File: config.mk
export PLATFORM = sky130hd
export DESIGN_NAME = multicycle_control
export DESIGN_NICKNAME = d
export VERILOG_FILES = /design/src/rtl/multicycle_control.sv
export SDC_FILE = /design/constraint.sdc
export NUM_CORES = 1
export LEC_CHECK = 0
export CAP_MARGIN = 25
export CORE_UTILIZATION = 40
export CTS_BUF_LIST = sky130_fd_sc_hd__clkbuf_4
export CTS_CLUSTER_DIAMETER = 40
export CTS_CLUSTER_SIZE = 8
export DETAILED_ROUTE_END_ITERATION = 6
export PLACE_DENSITY = 0.82
export SYNTH_ARGS = -nofsm -noshare
export SYNTH_HDL_FRONTEND = slang
export SYNTH_SLANG_ARGS = --single-unit
File: constraint.sdc
create_clock -name clk -period 3.7 [get_ports clk]
set_input_delay 0.925 -clock clk [delete_from_list [all_inputs] [get_ports clk]]
set_output_delay 0.925 -clock clk [all_outputs]
set_load 0.03 [all_outputs]
File: src/rtl/multicycle_control.sv
// multicycle_control -- main control FSM for a multicycle RISC-V style datapath.
//
// A Moore FSM steps each instruction through fetch, decode and one or more
// execute/memory/writeback states. It drives the datapath select, enable and
// ALU-operation controls for each state. The only inputs that act on the
// outputs directly are mem_ready, which gates ir_write/pc_write in FETCH, and
// zero, which forms pc_en.
//
// Ports:
//   clk        in   1  rising-edge clock
//   rst_n      in   1  synchronous active-low reset; also zeroes every output
//   opcode     in   7  instruction[6:0] from the external instruction register
//   zero       in   1  ALU zero flag
//   mem_ready  in   1  memory completion handshake
//   pc_en      out  1  PC load enable = pc_write | (branch & zero)
//   pc_write, branch, ir_write, mem_read, mem_write, iord, reg_write,
//   pc_src, illegal  out 1 each  datapath controls
//   result_src out  2  00 ALUOut, 01 mem data, 10 PC
//   alu_src_a  out  2  00 PC, 01 reg A, 10 old PC
//   alu_src_b  out  2  00 reg B, 01 const 4, 10 immediate
//   alu_op     out  2  00 add, 01 sub, 10 R-type funct, 11 I-type funct3
//   state      out  4  current state, for debug
//
// Build option: define JAL_EN to add the JAL state (opcode 1101111). When
// JAL_EN is undefined, that opcode is treated as illegal.
module multicycle_control (
  input  logic       clk,
  input  logic       rst_n,
  input  logic [6:0] opcode,
  input  logic       zero,
  input  logic       mem_ready,
  output logic       pc_en,
  output logic       pc_write,
  output logic       branch,
  output logic       ir_write,
  output logic       mem_read,
  output logic       mem_write,
  output logic       iord,
  output logic       reg_write,
  output logic       pc_src,
  output logic       illegal,
  output logic [1:0] result_src,
  output logic [1:0] alu_src_a,
  output logic [1:0] alu_src_b,
  output logic [1:0] alu_op,
  output logic [3:0] state
);

  localparam logic [6:0] OP_LOAD   = 7'b0000011;
  localparam logic [6:0] OP_STORE  = 7'b0100011;
  localparam logic [6:0] OP_RTYPE  = 7'b0110011;
  localparam logic [6:0] OP_ITYPE  = 7'b0010011;
  localparam logic [6:0] OP_BEQ    = 7'b1100011;
`ifdef JAL_EN
  localparam logic [6:0] OP_JAL    = 7'b1101111;
`endif

  typedef enum logic [3:0] {
    FETCH    = 4'd0,
    DECODE   = 4'd1,
    MEMADR   = 4'd2,
    MEMREAD  = 4'd3,
    MEMWB    = 4'd4,
    MEMWRITE = 4'd5,
    EXEC_R   = 4'd6,
    ALUWB    = 4'd7,
    EXEC_I   = 4'd8,
    BEQ      = 4'd9,
`ifdef JAL_EN
    JAL      = 4'd10,
`endif
    ILLEGAL  = 4'd11
  } state_t;

  state_t state_q;
  state_t state_d;

  always_ff @(posedge clk) begin
    if (!rst_n) begin
      state_q <= FETCH;
    end else begin
      state_q <= state_d;
    end
  end

  always_comb begin
    state_d    = FETCH;
    pc_write   = 1'b0;
    branch     = 1'b0;
    ir_write   = 1'b0;
    mem_read   = 1'b0;
    mem_write  = 1'b0;
    iord       = 1'b0;
    reg_write  = 1'b0;
    pc_src     = 1'b0;
    illegal    = 1'b0;
    result_src = 2'b00;
    alu_src_a  = 2'b00;
    alu_src_b  = 2'b00;
    alu_op     = 2'b00;
    state      = state_q;

    case (state_q)
      FETCH: begin
        mem_read  = 1'b1;
        alu_src_b = 2'b01;
        ir_write  = mem_ready;
        pc_write  = mem_ready;
        state_d   = mem_ready ? DECODE : FETCH;
      end
      DECODE: begin
        // Target PC (old PC + immediate) goes into ALUOut for BEQ/JAL.
        alu_src_a = 2'b10;
        alu_src_b = 2'b10;
        case (opcode)
          OP_LOAD, OP_STORE: state_d = MEMADR;
          OP_RTYPE:          state_d = EXEC_R;
          OP_ITYPE:          state_d = EXEC_I;
          OP_BEQ:            state_d = BEQ;
`ifdef JAL_EN
          OP_JAL:            state_d = JAL;
`endif
          default:           state_d = ILLEGAL;
        endcase
      end
      MEMADR: begin
        alu_src_a = 2'b01;
        alu_src_b = 2'b10;
        state_d   = (opcode == OP_LOAD) ? MEMREAD : MEMWRITE;
      end
      MEMREAD: begin
        mem_read = 1'b1;
        iord     = 1'b1;
        state_d  = mem_ready ? MEMWB : MEMREAD;
      end
      MEMWB: begin
        reg_write  = 1'b1;
        result_src = 2'b01;
      end
      MEMWRITE: begin
        mem_write = 1'b1;
        iord      = 1'b1;
        state_d   = mem_ready ? FETCH : MEMWRITE;
      end
      EXEC_R: begin
        alu_src_a = 2'b01;
        alu_op    = 2'b10;
        state_d   = ALUWB;
      end
      EXEC_I: begin
        alu_src_a = 2'b01;
        alu_src_b = 2'b10;
        alu_op    = 2'b11;
        state_d   = ALUWB;
      end
      ALUWB: begin
        reg_write = 1'b1;
      end
      BEQ: begin
        alu_src_a = 2'b01;
        alu_op    = 2'b01;
        branch    = 1'b1;
        pc_src    = 1'b1;
      end
`ifdef JAL_EN
      JAL: begin
        reg_write  = 1'b1;
        result_src = 2'b10;
        pc_write   = 1'b1;
        pc_src     = 1'b1;
      end
`endif
      ILLEGAL: begin
        // PC already advanced in FETCH, so returning skips the instruction.
        illegal = 1'b1;
      end
      default: begin
        state_d = FETCH;
      end
    endcase

    // Reset overrides every output in the same cycle, abandoning any access.
    if (!rst_n) begin
      pc_write   = 1'b0;
      branch     = 1'b0;
      ir_write   = 1'b0;
      mem_read   = 1'b0;
      mem_write  = 1'b0;
      iord       = 1'b0;
      reg_write  = 1'b0;
      pc_src     = 1'b0;
      illegal    = 1'b0;
      result_src = '0;
      alu_src_a  = '0;
      alu_src_b  = '0;
      alu_op     = '0;
      state      = '0;
    end

    pc_en = pc_write | (branch & zero);
  end

endmodule

==> impl_metrics.py <==
metrics = {
    "run_status": {
        "outcome": "finished clean",
    },
    "worst_setup_path": {
        "cp_max_fo": 5,
        "cp-startpoint": "rst_n",
        "arrival_ns": 2.65,
        "worstSetupPathType": "in -> out",
        "path_cells": "clkdlybuf4s50_1 -> and2_1 -> nand2_1 -> nor2_1 -> a22o_1 -> clkdlybuf4s50_1",
        "worstPathRequired_ns": 2.77,
        "rrSetupSlack_ns": 2.05,
        "reg2reg_from": "state_q[2]",
        "worstReg2RegEnd": "state_q[1]",
        "rr_worst_depth": 3,
        "cpMostUsedCell": "clkdlybuf4s50_1",
        "critical_path.slowest_cell": "clkdlybuf4s50_1",
        "cp-end-kind": "output pin",
        "cp-start-kind": "primary input",
        "slowest_delay_ns": 0.66,
    },
    "run": {
        "max_cap_violations": 0,
    },
    "floorplan": {
        "core_um2": 1370,
        "row_count": 13,
        "ios": 33,
        "start_util_pct": 44.7,
        "die_area_um2": 1690,
        "die_w_um": 41.1,
        "dieHeight_um": 41.1,
    },
    "synth": {
        "syn_area_um2": 611,
        "synthTopCellsByArea": "dfxtp_1 13%, nor2_1 8.6%, buf_4 6.1%",
        "postSynthCellCount": 91,
        "synthArstFlopShare_pct": 0,
        "synth_nets": 102,
        "synth_edf_count": 0,
        "syn_avg_cell_area_um2": 6.71,
        "yosys.area.top_type": "dfxtp_1",
        "ys_top_cells_by_count": "14 x nor2_1, 9 x nand2_1, 5 x and2_1, 5 x buf_4",
        "ys_seq_elements": 4,
        "synth_top_cell_area_share_pct": 13.1,
        "synth_flop_cell": "dfxtp_1",
        "yosysWarnings": 0,
        "synth.most_common_cell": "nor2_1",
        "ys_seq_area_share_pct": 13.1,
        "yosysUniqueCellTypes": 37,
    },
    "sta": {
        "worstMarginPinSlew_ns": 0.647,
        "setup_viol": 0,
        "fin_setup_tns_ns": 0,
        "layout_setup_ws_ns": 0.127,
        "max_freq_mhz": 280,
        "period_needed_ns": 3.57,
        "fin_crit_sh_pct": 96.6,
        "final_max_slew_viol_count": 0,
        "timing.hold.ws_ns": 0.847,
        "rsz0062_at_grt": "false",
        "slew_headroom_pct": 56.3,
        "finClkSkew_ns": 0.00115,
        "final_hold_viol_count": 0,
    },
    "clock_tree": {
        "postCtsHoldBufs": 0,
        "cts_root_buf": "clkbuf_4",
        "cts.htree.levels": 1,
        "cts_setup_buffers": 0,
        "cts_tree": "done",
        "clk-insertion-delay-late_ns": 0.23,
        "path_clk_slew_ns": 0.04,
        "clock_sinks": 4,
        "cts_buffer_depth": 2,
        "numCtsBuffers": 3,
    },
    "min_path": {
        "min_path_type": "reg -> reg",
        "min_path_cells": 2,
        "min_to": "state_q[3]",
        "hold_path.startpoint": "state_q[0]",
    },
    "finish": {
        "fill_cells": 132,
        "reg_top3": "state_q: 4 flops",
        "regMostFlops": "state_q",
        "nets": 131,
        "antenna_cells": 0,
        "largest_reg_flops": 4,
        "multiInputGateArea_um2": 448,
        "drive_gt1_share_pct": 9.32,
        "syn2layout_area_growth_pct": 49.4,
        "final_util_pct": 66.8,
        "seqCellArea_um2": 80.1,
    },
    "power_and_ir_drop": {
        "power_w": 0.000593,
        "power_density_nw_per_um2": 650,
        "vdd_ir_drop_max_uv": 417,
        "power.leakage_nw": 0.350,
    },
    "global_route": {
        "grt_pass1_vias": 570,
        "antenna_found_initial": 0,
        "grt_pass1_wl_mm": 2.32,
        "grtUsageTotal_pct": 20.2,
        "grt_max_degree": 19,
        "grt_overflow": 0,
    },
    "route": {
        "vias": 724,
        "wl_per_cell_um": 11.1,
        "drtIter0Drc": 7,
        "drtAntennaViolNets": 0,
        "vias_per_cell": 5.44,
        "post-route-drc-count": 0,
        "drt_wl_total_mm": 1.48,
        "firstDrtPassIters": 4,
    },
    "placement": {
        "pre_cts_slack_ns": 0.107,
        "gp_congestion": 0.851,
        "dp_hpwl_mm": 1.13,
        "numPortBuffers": 31,
    },
}
[cells by family after synthesis]
| logic type | synth area share, % |
|---|---|
| compound gates | 25.4 |
| simple gates | 45.9 |
| buf+inv | 13.5 |
| xor+xnor | 1.43 |
| flops | 13.1 |
| other cells | 0.614 |
[layout by cell type (no fill, tap or decap), types with 2 or more instances in the layout]
cell type	count
inv_1	2
nor2_1	14
o311ai_0	2
nand2_1	9
nor3_1	4
a31oi_1	2
nand2b_1	3
nor2b_1	3
clkbuf_4	3
nor3b_1	3
o21ai_0	4
clkdlybuf4s50_1	30
and2_1	5
o21a_1	2
dfxtp_1	4
a21oi_1	4
buf_4	3
[power by group]
part,leakage [nW],total [W],internal [W],switching (W)
Sequential,0.0328,0.000131,0.0000601,0.0000711
Clock,0.0138,0.0000525,0.0000362,0.0000163
Combinational,0.304,0.000410,0.000187,0.000223
Total,0.350,0.000593,0.000283,0.000310
[metal layers]
metal	wire length [um]	global-route usage, %
met1	670	23.8
met2	699	37.1
met4	0	0
met3	107	6.52
met5	0	0
[critical path, delay by kind of cell]
family,cells,cell delay [ns]
AOI/OAI and AO/OA,1,0.14
buffers and inverters,2,1.19
and+or+nand+nor,3,0.40
[per-stage QoR]
step | instances | instance area, um2
finish | 133 | 912
global route | 133 | 912
CTS | 133 | 910
detailed placement | 130 | 887
global placement | 130 | 887
floorplan | 91 | 611
[cell type report]
class,instances,share of cell area [%]
inverters,2,0.823
flip-flops and latches,4,8.78
clock buffers,3,2.47
multi-input cells,75,49.1
well taps,15,2.06
repair buffers,34,36.8
[worst max-delay path by stage]
stage,end,slack (ns),cells past startpoint
after floorplan,pc_write,0.37,4
after global placement,pc_en,0.14,6
after detailed placement,ir_write,0.11,5
after CTS,ir_write,0.11,5
after global routing,pc_write,0.02,5
final,pc_en,0.13,6
[timing repair]
item                       CTS  global route
setup endpoints to repair    0             1
hold endpoints to repair     0             0
resized for setup            0             1
Note: power is estimated with default switching activity, not from simulation.
